[src/rtl/rom_boot_loader.sv]
`default_nettype none
// ============================================================================
//  Module      : rom_boot_loader
//  Description : Receives a framed program image over a byte stream
//                (MAGIC, len lo, len hi, len x 4-byte LE words, XOR checksum),
//                writes it word by word into the instruction ROM write port,
//                and releases the CPU reset once the checksum has matched.
//  Revision    : 1.0 - initial release
// ============================================================================
module rom_boot_loader #(
    parameter int unsigned ADDR_W  = 12,
    parameter logic [7:0]  MAGIC   = 8'hA5,
    parameter int unsigned TIMEOUT = 100000
) (
    input  logic              clk,
    input  logic              rest,
    input  logic              rx_valid_i,
    input  logic [7:0]        rx_data_i,
    output logic              rx_ready_o,
    output logic              rom_we_o,
    output logic [ADDR_W-1:0] rom_waddr_o,
    output logic [31:0]       rom_wdata_o,
    output logic              cpu_rest_o,
    output logic              boot_done_o,
    output logic              boot_err_o
);

    // ------------------------------------------------------------------------
    // Constants
    // ------------------------------------------------------------------------
    localparam int unsigned ROM_WORDS = 32'd1 << ADDR_W;
    // Counter wide enough to hold TIMEOUT itself; never narrower than 1 bit.
    localparam int unsigned TMO_W     = $clog2(TIMEOUT + 2);
    // The counter value that, with no byte this cycle, means "TIMEOUT reached".
    localparam int unsigned TMO_LAST  = (TIMEOUT == 0) ? 0 : TIMEOUT - 1;

    localparam logic [2:0] S_IDLE = 3'd0;
    localparam logic [2:0] S_LEN0 = 3'd1;
    localparam logic [2:0] S_LEN1 = 3'd2;
    localparam logic [2:0] S_DATA = 3'd3;
    localparam logic [2:0] S_CSUM = 3'd4;
    localparam logic [2:0] S_DONE = 3'd5;
    localparam logic [2:0] S_ERR  = 3'd6;

    // ------------------------------------------------------------------------
    // Declarations
    // ------------------------------------------------------------------------
    logic [2:0]        r_state;
    logic [2:0]        w_next_state;

    logic [15:0]       r_len;
    logic [1:0]        r_byte_idx;
    logic [ADDR_W:0]   r_waddr;      // one extra bit so len == ROM_WORDS fits
    logic [23:0]       r_word;       // lanes 0..2; lane 3 arrives with the write
    logic [7:0]        r_csum;
    logic [TMO_W-1:0]  r_tmo_cnt;

    logic              w_accept;
    logic [15:0]       w_len_full;
    logic              w_len_too_big;
    logic              w_last_word;
    logic              w_word_done;
    logic              w_in_frame;
    logic              w_timeout;

    logic              w_ready_nxt;
    logic              w_cpu_rest_nxt;
    logic              w_done_nxt;
    logic              w_err_nxt;

    // ------------------------------------------------------------------------
    // Shared decode
    // ------------------------------------------------------------------------
    assign w_accept      = rx_valid_i & rx_ready_o;
    assign w_len_full    = {rx_data_i, r_len[7:0]};
    assign w_len_too_big = (32'(w_len_full) > ROM_WORDS);
    assign w_last_word   = ((32'(r_waddr) + 32'd1) == 32'(r_len));
    assign w_word_done   = w_accept && (r_state == S_DATA) && (r_byte_idx == 2'd3);
    assign w_in_frame    = (r_state == S_LEN0) || (r_state == S_LEN1) ||
                           (r_state == S_DATA) || (r_state == S_CSUM);
    // An accepted byte on the critical cycle always beats the timeout.
    assign w_timeout     = (TIMEOUT != 0) && w_in_frame && !w_accept &&
                           (r_tmo_cnt == TMO_W'(TMO_LAST));

    // ------------------------------------------------------------------------
    // State register
    // ------------------------------------------------------------------------
    always_ff @(posedge clk or negedge rest) begin
        if (!rest) begin
            r_state <= S_IDLE;
        end else begin
            r_state <= w_next_state;
        end
    end

    // ------------------------------------------------------------------------
    // Next-state logic: only accepted bytes and the timeout move the FSM
    // ------------------------------------------------------------------------
    always_comb begin
        w_next_state = r_state;
        case (r_state)
            S_IDLE: begin
                if (w_accept && (rx_data_i == MAGIC)) begin
                    w_next_state = S_LEN0;
                end
            end
            S_LEN0: begin
                if (w_accept) begin
                    w_next_state = S_LEN1;
                end
            end
            S_LEN1: begin
                if (w_accept) begin
                    if (w_len_too_big) begin
                        w_next_state = S_ERR;
                    end else if (w_len_full == 16'd0) begin
                        w_next_state = S_CSUM;
                    end else begin
                        w_next_state = S_DATA;
                    end
                end
            end
            S_DATA: begin
                if (w_word_done && w_last_word) begin
                    w_next_state = S_CSUM;
                end
            end
            S_CSUM: begin
                if (w_accept) begin
                    w_next_state = (rx_data_i == r_csum) ? S_DONE : S_ERR;
                end
            end
            S_DONE:  w_next_state = S_DONE;
            S_ERR:   w_next_state = S_ERR;
            default: w_next_state = S_IDLE;
        endcase
        if (w_timeout) begin
            w_next_state = S_ERR;
        end
    end

    // ------------------------------------------------------------------------
    // Output logic: next values of the registered status outputs, decoded
    // from the next state so they change on the edge that enters DONE/ERR
    // ------------------------------------------------------------------------
    always_comb begin
        w_ready_nxt    = (w_next_state != S_DONE) && (w_next_state != S_ERR);
        w_cpu_rest_nxt = (w_next_state == S_DONE);
        w_done_nxt     = (w_next_state == S_DONE);
        w_err_nxt      = (w_next_state == S_ERR);
    end

    // ------------------------------------------------------------------------
    // Registered outputs and ROM write stage (single pipeline register)
    // ------------------------------------------------------------------------
    always_ff @(posedge clk or negedge rest) begin
        if (!rest) begin
            rx_ready_o  <= 1'b0;
            rom_we_o    <= 1'b0;
            rom_waddr_o <= '0;
            rom_wdata_o <= 32'd0;
            cpu_rest_o  <= 1'b0;
            boot_done_o <= 1'b0;
            boot_err_o  <= 1'b0;
        end else begin
            rx_ready_o  <= w_ready_nxt;
            cpu_rest_o  <= w_cpu_rest_nxt;
            boot_done_o <= w_done_nxt;
            boot_err_o  <= w_err_nxt;
            rom_we_o    <= w_word_done;
            if (w_word_done) begin
                rom_waddr_o <= r_waddr[ADDR_W-1:0];
                rom_wdata_o <= {rx_data_i, r_word};
            end
        end
    end

    // ------------------------------------------------------------------------
    // Inter-byte timeout counter, active only inside a frame
    // ------------------------------------------------------------------------
    always_ff @(posedge clk or negedge rest) begin
        if (!rest) begin
            r_tmo_cnt <= '0;
        end else if (w_in_frame && !w_accept) begin
            r_tmo_cnt <= r_tmo_cnt + 1'b1;
        end else begin
            r_tmo_cnt <= '0;
        end
    end

    // ------------------------------------------------------------------------
    // Frame datapath: length latch, byte assembly, word address, checksum
    // ------------------------------------------------------------------------
    always_ff @(posedge clk or negedge rest) begin
        if (!rest) begin
            r_len      <= 16'd0;
            r_byte_idx <= 2'd0;
            r_waddr    <= '0;
            r_word     <= 24'd0;
            r_csum     <= 8'd0;
        end else if (w_accept) begin
            case (r_state)
                S_IDLE: begin
                    if (rx_data_i == MAGIC) begin
                        r_csum     <= 8'd0;
                        r_byte_idx <= 2'd0;
                        r_waddr    <= '0;
                    end
                end
                S_LEN0: begin
                    r_len[7:0] <= rx_data_i;
                end
                S_LEN1: begin
                    r_len[15:8] <= rx_data_i;
                    r_byte_idx  <= 2'd0;
                    r_waddr     <= '0;
                end
                S_DATA: begin
                    r_csum     <= r_csum ^ rx_data_i;
                    r_byte_idx <= r_byte_idx + 2'd1;
                    case (r_byte_idx)
                        2'd0:    r_word[7:0]   <= rx_data_i;
                        2'd1:    r_word[15:8]  <= rx_data_i;
                        2'd2:    r_word[23:16] <= rx_data_i;
                        default: r_waddr       <= r_waddr + 1'b1;
                    endcase
                end
                default: begin
                end
            endcase
        end
    end

endmodule
`default_nettype wire

[config.mk]
export PLATFORM = sky130hd
export DESIGN_NAME = rom_boot_loader
export DESIGN_NICKNAME = d
export VERILOG_FILES = /design/src/rtl/rom_boot_loader.sv
export SDC_FILE = /design/constraint.sdc
export NUM_CORES = 1
export LEC_CHECK = 0
export ABC_AREA = 1
export BUFFER_PORTS_ARGS = -buffer_cell sky130_fd_sc_hd__buf_2
export CORE_UTILIZATION = 41
export CTS_CLUSTER_SIZE = 8
export DETAILED_ROUTE_END_ITERATION = 8
export PLACE_DENSITY_LB_ADDON = 0.2
export REMOVE_ABC_BUFFERS = 1
export SLEW_MARGIN = 20
export SYNTH_ARGS = -nofsm -noshare
export SYNTH_HDL_FRONTEND = slang
export SYNTH_SLANG_ARGS = --single-unit
[constraint.sdc]
create_clock -name clk -period 3.4 [get_ports clk]
set_input_delay 0.51 -clock clk [delete_from_list [all_inputs] [get_ports clk]]
set_output_delay 0.51 -clock clk [all_outputs]
set_load 0.05 [all_outputs]
======== Yosys cells after proc, flatten, opt, wreduce, memory -nomap -nowiden ========
Cells that the tools add are included.
operators by class
  add/subtract/negate cells ............... 4
  magnitude comparators ................... 1
  equal/unequal tests ..................... 19
  multiplexer cells ....................... 18
  bitwise gates (word level) .............. 2
  reductions and logical operators ........ 25
operators by type and width
  operator               number
  $pmux 13 s3            1
  $mux 13                2
  $mux 3                 8
  $pmux 3 s7             1
  $add 17x1->17 const B  1
  $eq 17x17->1 const B   1
  $mux 17                1
  $eq 14x16->1           1
  $gt 16x13->1 const B   1
  $logic_not 16->1       1
  $pmux 8 s2             1
  $eq 3x3->1 const B     5
  $reduce_and 3->1       5
  $add 13x1->14 const B  1
  $add 13x1->13 const B  1
  $eq 8x8->1             1
  $eq 8x8->1 const B     1
  $mux 8                 1
  $xor 8x8->8            1
  $logic_and 1x1->1      7
  $eq 3x2->1 const B     2
  $ne 3x3->1 const B     2
  $pmux 2 s3             1
  $eq 2x2->1 const B     2
  other kinds (15)       20
storage, ports and cells
  bits in registers ....................... 131
  input bits .............................. 11
  output and inout bits ................... 49
  logic and storage cells ................. 85

======== Logic depth before layout (Yosys ltp) ========
Gate-level depths: netlist of run 1.
  depth after elaboration ................. 9
  depth in mapped cells ................... 18
  gate-level depth less buffers ........... 18

======== Worst setup path before layout of run 1 ========
No wires, ideal clock.
  kind .................................... reg2reg
  start point ............................. register rx_ready_o
  end point ............................... register rx_ready_o
  library setup time ...................... 0.120 ns
  data arrival time ....................... 1.948 ns
  required time ........................... 3.280 ns
  path slack .............................. 1.332 ns
  cell stages (with the launch flop) ...... 16
  buffers on the path ..................... 0
  period minus slack after synthesis ...... 2.068 ns
  cell sequence ........................... dfrtp_1 nand2_1 inv_1 nand2_2 nor2_8 nand3_1 nor2_1 nand3_1 nor2_1 nand2_1 nand2_2 nand2_1 nand2_1 nand2_1 nor2_2 nor2_1
on the way
  word-level cells in the longest chain between the ends .. 9
  elaborated cells between the ends (all ways) .. 18
  classes of those cells .................. eq/ne: 2; mux: 7; bitwise: 1; reduce/logical: 8
RTL lines
  element                         RTL line  RTL
  from (decl)                     19        output logic rx_ready_o,
  from (signal assigned)          166       rx_ready_o <= w_ready_nxt;
  $and 1x1->1 *                   74        assign w_accept = rx_valid_i & rx_ready_o;
  $logic_and 1x1->1 (2 in a row)  78        assign w_word_done = w_accept && (r_state == S_DATA) && (r_byte_idx == 2'd3);
  $logic_and 1x1->1               124       if (w_word_done && w_last_word) begin
  $mux 3                          124
  $pmux 3 s7                      101       case (r_state)
  $mux 3 *                        137       if (w_timeout) begin
  $ne 3x3->1                      147       w_ready_nxt = (w_next_state != S_DONE) && (w_next_state != S_ERR);
  $logic_and 1x1->1 *             147
  net w_ready_nxt                 66        logic w_ready_nxt;
The timed path passes the listed nets; every way through them passes the cells marked *.
A chain may end at the register's enable or synchronous reset.

======== Worst setup path in the final report of run 1 ========
  start point ............................. register r_state[2]
  end point ............................... register rx_ready_o
on the way
  word-level cells in the longest chain between the ends .. 9
  elaborated cells between the ends (all ways) .. 25
  classes of those cells .................. eq/ne: 8; mux: 7; reduce/logical: 10
RTL lines
  element                                                             RTL line     RTL
  from (decl)                                                         48           logic [2:0] r_state;
  from (signal assigned)                                              92           r_state <= w_next_state;
  $eq 3x2->1, or another cell as far along                            78, 80, 101
  $logic_and 1x1->1 or $logic_or 1x1->1 (tied branches) (2 in a row)  78, 79
  $logic_and 1x1->1 or $logic_or 1x1->1 (tied branches)               124, 80
  $mux 3 or $logic_and 1x1->1 (tied branches)                         124, 82
  $pmux 3 s7 or $logic_and 1x1->1 (tied branches)                     101, 82
  $mux 3 *                                                            137
  $ne 3x3->1                                                          147
  $logic_and 1x1->1 *                                                 147
  net w_ready_nxt                                                     66
Marks and branches as above.

==> results of run 1 <==
==> sequential cells by signal, indices dropped and copies added, names as in the netlist, 2 cells and up <==
register,flops
rom_wdata_o,32
r_word,24
r_tmo_cnt,17
r_len,16
r_waddr,13
rom_waddr_o,12
r_csum,8
r_state,3
r_byte_idx,2
==> how the worst max path moves through the flow <==
| stage | startpoint | to | slack [ps] |
|---|---|---|---|
| after global routing | r_state[1]$_DFF_PN0_ | rx_ready_o$_DFF_PN0_ | 660 |
| after floorplan | rx_ready_o$_DFF_PN0_ | r_waddr[10]$_DFFE_PN0P_ | 970 |
| after global placement | rx_valid_i | rx_ready_o$_DFF_PN0_ | 1060 |
| final | r_state[2]$_DFF_PN0_ | rx_ready_o$_DFF_PN0_ | 960 |
| after detailed placement | rx_valid_i | rx_ready_o$_DFF_PN0_ | 930 |
| after CTS | r_state[1]$_DFF_PN0_ | rx_ready_o$_DFF_PN0_ | 960 |
==> cell type report <==
type	instances	area share
Clock buffer	18	0.0607
Clock inverter	11	0.0216
Inverter	84	0.0436
Multi-Input combinational cell	529	0.343
Sequential cell	131	0.453
Tap cell	184	0.0318
Timing Repair Buffer	62	0.0460
==> synth_stat cells, drive strengths merged <==
cell / count / area, um2
nand3b: 6 / 45.0
o22ai: 11 / 68.8
nor2: 70 / 304
buf: 7 / 35.0
nor4: 4 / 25.0
a21boi: 1 / 7.51
dfrtp: 131 / 3280
clkbuf: 13 / 48.8
nor3: 12 / 65.1
nand4: 15 / 93.8
xor2: 6 / 52.6
o21ai: 81 / 405
xnor3: 1 / 22.5
a21oi: 10 / 50.1
nand2: 248 / 938
nor3b: 1 / 7.51
o21a: 3 / 22.5
a31oi: 2 / 12.5
and3: 2 / 12.5
nand3: 47 / 240
inv: 84 / 315
xnor2: 2 / 17.5
ha: 7 / 87.6
==> where the power goes <==
part           internal (mW)  switching [mW]  total [mW]
sequential              1.74           0.185        1.93
combinational          0.311           0.613       0.924
clock                   1.16           0.690        1.85
==> worst max-delay path, cell delays in order (launching register included) <==
cell and delay [ps]:
dfrtp_1 480, nor2_4 380, nand2_2 170, nor2_8 370, nand3_1 130, nor2_1 110, nand3_1 80, nor2_1 90
nand2_1 70, nand2_2 90, nand2_1 60, nand2_1 80, nand2_1 70, nor2_2 100, nor2_1 50
==> layer usage <==
metal	part of all wire	global-route usage	routed length, um	vias up
met5	0	0	0	-
met4	0.018	0.0751	255	0
met3	0.041	0.0468	589	21
met2	0.46	0.311	6730	114
met1	0.48	0.268	6940	2483
li1	-	-	-	2579
==> metrics by stage <==
stage | power (mW) | instance area, um2
finish | 4.71 | 7230
global route | 4.97 | 7230
CTS | 4.73 | 7230
detailed placement | 2.87 | 6640
global placement | 2.85 | 6640
floorplan | 2.57 | 6070
==> cell families after synthesis <==
family,share of synthesized area
buf+inv,0.0648
flops,0.533
xor+xnor,0.0150
fa+ha+maj,0.0142
simple gates,0.281
compound gates,0.0921
==> impl_metrics.yaml, run 1 <==
routing:
  dr_total_vias: 5197
  drtIter0Drc: 416
  routed_via_density: 5.10
  drt-total-wl_mm: 14.5
  dr.pass1.iters: 5
  post_drt_wl_per_cell_um: 14.2
  drc: 0
  detail-route-antenna-nets: 0
worst_setup_path:
  timing.rr.end: "rx_ready_o$_DFF_PN0_"
  reg2regPathDepth: 14
  path_class: "flop to flop"
  crit_arrival_ps: 2750
  crit_path_end_kind: "flop"
  rrSetupSlack_ps: 960
  start_kind: "flop"
  cp_max_fo: 28
  critPathRequiredTime_ps: 3710
  rr_startpoint: "r_state[2]$_DFF_PN0_"
grt:
  gr-total-overflow: 0
  grt_pass1_wl_mm: 24.5
  grt_start_max_net_pins: 99
  grt_pass1_vias: 5040
  antenna_found_initial: 0
  grt_usage: 0.199
die:
  dieArea_um2: 15500
  pin_count: 60
  initial_utilization: 0.422
  fp.dieH_um: 125
  core_um2: 14600
  std_cell_rows: 44
  die_x_um: 125
yosys:
  synth_area_per_cell_um2: 8.06
  synth.distinct_cells: 33
  synth_seq_cells: 131
  yosysWarningCount: 0
  synthesis.area_um2: 6160
  netlist_instances: 764
  yosysSeqAreaShare: 0.533
hold_path:
  hp-class: "primary input to async pin"
clock_network:
  cts_hold_buf: 0
  cts_sinks: 131
  cts_buffer_depth: 2
  clock_latency_ps: 420
  h-tree-depth: 4
  cts_made_buffers: 17
  clockRootBuffer: "clkbuf_16"
  cts_tree: "yes"
  clkSlewWorstSetupHoldPaths_ps: 60
  cts.repair.resized: 0
  cts_setup_buffers: 0
final_layout:
  final_cell_mix: "nand2_1 (245), dfrtp_1 (131), inv_1 (83)"
  fin_cells: 1019
  multi_input_area_um2: 2480
  nNetsFinal: 843
  areaGrowthSynthToFinish_pct: 17.5
  n_fill_cell: 1358
  final-seq-area_um2: 3280
  layout.cells.most_common: "nand2_1"
  diodes: 0
  utilization: 0.496
  drive_above_1_share: 0.125
sta:
  final-setup-viol-count: 0
  finalClockSkew_ps: 10.7
  fin_crit_sh: 0.716
  finalWorstSetupSlack_ps: 965
  clock.fmax_mhz: 411
  hold_viol: 0
  hold_ws_ps: 32.4
  grt_setup_unrepaired: "false"
  tightestPinTransition_ps: 945
  final_max_slew_viol_count: 0
  slew_headroom: 0.369
  period_needed_ps: 2440
  tns_ps: 0
power_and_ir_drop:
  powerDensity_nw_per_um2: 651
  leakage_nw: 3.64
  ir_worst_vdd_uv: 341
placement:
  dp.cells: 990
  portBuffers: 59
  pre_cts_slack_ps: 928
  hpwl_mm: 10.4
  place.gp.congestion: 0.850
outcome:
  status: "finished clean"
job:
  cap_viol_max_count: 0
(Power assumes the default switching activity.)
==> run 2: changes to the inputs <==
- clock period: 3.4 -> 2.5 ns (I/O delays scaled with it)
==> run 2 against run 1 <==
Setup slack worse by 710 ps. Cell count grew 1.2%. Clock power increased by 46%. Clock skew decreased by 3.8 ps. Sequential cell count unchanged. Design area rose by 2.1%. Sequential power rose by 36%. Routed wire length fell by 0.45%. Worst hold slack improved by 270 ps. Power up 40%. Core utilization grew 1.0 points.
==> impl_metrics.yaml, run 2 (synthesis gave the netlist of run 1 again) <==
outcome:
  status: "finished clean"
grt:
  antenna_found_initial: 0
  grt_pass1_vias: 5071
  gr-total-overflow: 0
  grt_usage: 0.198
  grt_pass1_wl_mm: 24.6
  grt_start_max_net_pins: 65
final_layout:
  regMostFlops: "rom_wdata_o"
  layout.cells.most_common: "nand2_1"
  largest_reg_flops: 32
  final_cell_mix: "nand2_1 (244), dfrtp_1 (131), inv_1 (83)"
  drive_above_1_share: 0.137
  biggestRegsByFlops: "rom_wdata_o x32, r_word x24, r_tmo_cnt x17"
  areaGrowthSynthToFinish_pct: 19.9
  diodes: 0
  nNetsFinal: 852
sta:
  tns_ps: 0
  final-setup-viol-count: 0
  final_max_slew_viol_count: 0
  tightestPinTransition_ps: 539
  slew_headroom: 0.641
  finalClockSkew_ps: 6.93
  fin_crit_sh: 0.897
  hold_viol: 0
  hold_ws_ps: 298
  clock.fmax_mhz: 446
  period_needed_ps: 2240
  grt_setup_unrepaired: "false"
power_and_ir_drop:
  clkPwrFrac: 0.410
  power_switching_mw: 2.05
  leakage_nw: 3.73
  power_frac_seq: 0.397
  comb_power_share: 0.193
  ir_worst_vdd_uv: 548
  power.internal_mw: 4.55
  swShare: 0.311
  powerDensity_nw_per_um2: 894
clock_network:
  cts_sinks: 131
  cts_buffer_depth: 2
  clock_latency_ps: 420
  cts_tree: "yes"
  cts_made_buffers: 17
  clockRootBuffer: "clkbuf_16"
  h-tree-depth: 4
  clkSlewWorstSetupHoldPaths_ps: 60
routing:
  routed_via_density: 5.04
  drtIter0Drc: 308
  dr_total_vias: 5200
  detail-route-antenna-nets: 0
  drt-total-wl_mm: 14.5
  post_drt_wl_per_cell_um: 14.0
  dr.pass1.iters: 5
  drc: 0
worst_setup_path:
  rrSetupSlack_ps: 260
  start_kind: "flop"
  crit_path_end_kind: "flop"
  reg2regPathDepth: 13
  path_class: "flop to flop"
  crit_arrival_ps: 2550
  rr_startpoint: "r_waddr[0]$_DFFE_PN0P_"
  timing.rr.end: "rx_ready_o$_DFF_PN0_"
  cp_max_fo: 8
  critPathRequiredTime_ps: 2800
hold_path:
  whs_endpoint: "r_len[13]$_DFFE_PN0P_"
  whs_path_depth: 3
  hold_path.startpoint: "rx_data_i[5]"
  hp-class: "primary input to flop"
job:
  cap_viol_max_count: 0
die:
  initial_utilization: 0.422
  core_um2: 14600
  die_x_um: 125
  fp.dieH_um: 125
  std_cell_rows: 44
  pin_count: 60
  dieArea_um2: 15500
placement:
  hpwl_mm: 10.5
  portBuffers: 59
  place.gp.congestion: 0.825
==> run 2: cell count changes in the layout (fill, tap and decap cells not counted), moves of 2 or more <==
| cell | before | now |
|---|---|---|
| buf_12 | 1 | 3 |
| buf_4 | 3 | 9 |
| clkinv_4 | 4 | 1 |
| inv_6 | 1 | 4 |
==> run 2: area by class of cell <==
cell class | count | area (um2)
well taps | 184 | 230
clock buffers | 19 | 453
flip-flops and latches | 131 | 3280
multi-input cells | 529 | 2480
clock inverters | 13 | 195
inverters | 84 | 315
fillers | 1384 | 7210
repair buffers | 71 | 428
==> run 2: timing repair <==
action	4_1_cts	5_1_grt
endpoints found under the setup margin	0	1
buffers inserted	0	2
gates resized for setup	0	1
endpoints found under the hold margin	37	0
hold buffers	1	0
==> run 2: power groups by stage <==
stage,sequential (mW),clock (mW),combinational (mW)
final,2.62,2.71,1.27
after global routing,2.66,2.85,1.45
after CTS,2.62,2.76,1.28
after detailed placement,2.65,0,1.27
after global placement,2.65,0,1.24
after floorplan,2.63,0,0.865
==> run 2: per-layer routing <==
metal  GRT usage  part of all wire  vias to the layer above
li1            -                 -                     2600
met4      0.0744             0.019                        0
met2       0.315              0.47                      109
met3      0.0442             0.048                       26
met5           0                 0                        -
met1       0.263              0.46                     2465
==> run 2: how the worst max path moves through the flow <==
| stage | start | to | slack (ps) | cells past startpoint |
|---|---|---|---|---|
| 4_1_cts | r_waddr[0]$_DFFE_PN0P_ | rx_ready_o$_DFF_PN0_ | 310 | 18 |
| 2_1_floorplan | rx_ready_o$_DFF_PN0_ | r_waddr[10]$_DFFE_PN0P_ | 70 | 9 |
| 6_report | r_waddr[0]$_DFFE_PN0P_ | rx_ready_o$_DFF_PN0_ | 260 | 13 |
| 3_5_place_dp | r_waddr[0]$_DFFE_PN0P_ | rx_ready_o$_DFF_PN0_ | 330 | 14 |
| 3_3_place_gp | r_waddr[0]$_DFFE_PN0P_ | rx_ready_o$_DFF_PN0_ | 400 | 14 |
| 5_1_grt | r_waddr[1]$_DFFE_PN0P_ | rx_ready_o$_DFF_PN0_ | 10 | 16 |
==> run 2: critical path: stages, from the launching register on <==
cell and delay (ps):
dfrtp_1 390, ha_1 220, nand2_1 140, nor2_4 230
buf_4 150, nand4_1 110, nand3b_1 140, nand2_1 60
nor2_1 100, nand2_1 60, o21ai_1 170, a21boi_1 150
nor2_1 150, nor2_1 60
==> run 2: metrics by stage <==
step	instance area (um2)	utilization	worst slack [ps]	total power, mW	instances
floorplan	6070	-	66.0	3.49	744
global placement	6710	0.460	398	3.89	996
detailed placement	6710	0.460	334	3.92	996
CTS	7360	0.505	307	6.65	1029
global route	7380	0.506	11.3	6.96	1031
finish	7380	0.506	257	6.60	1031
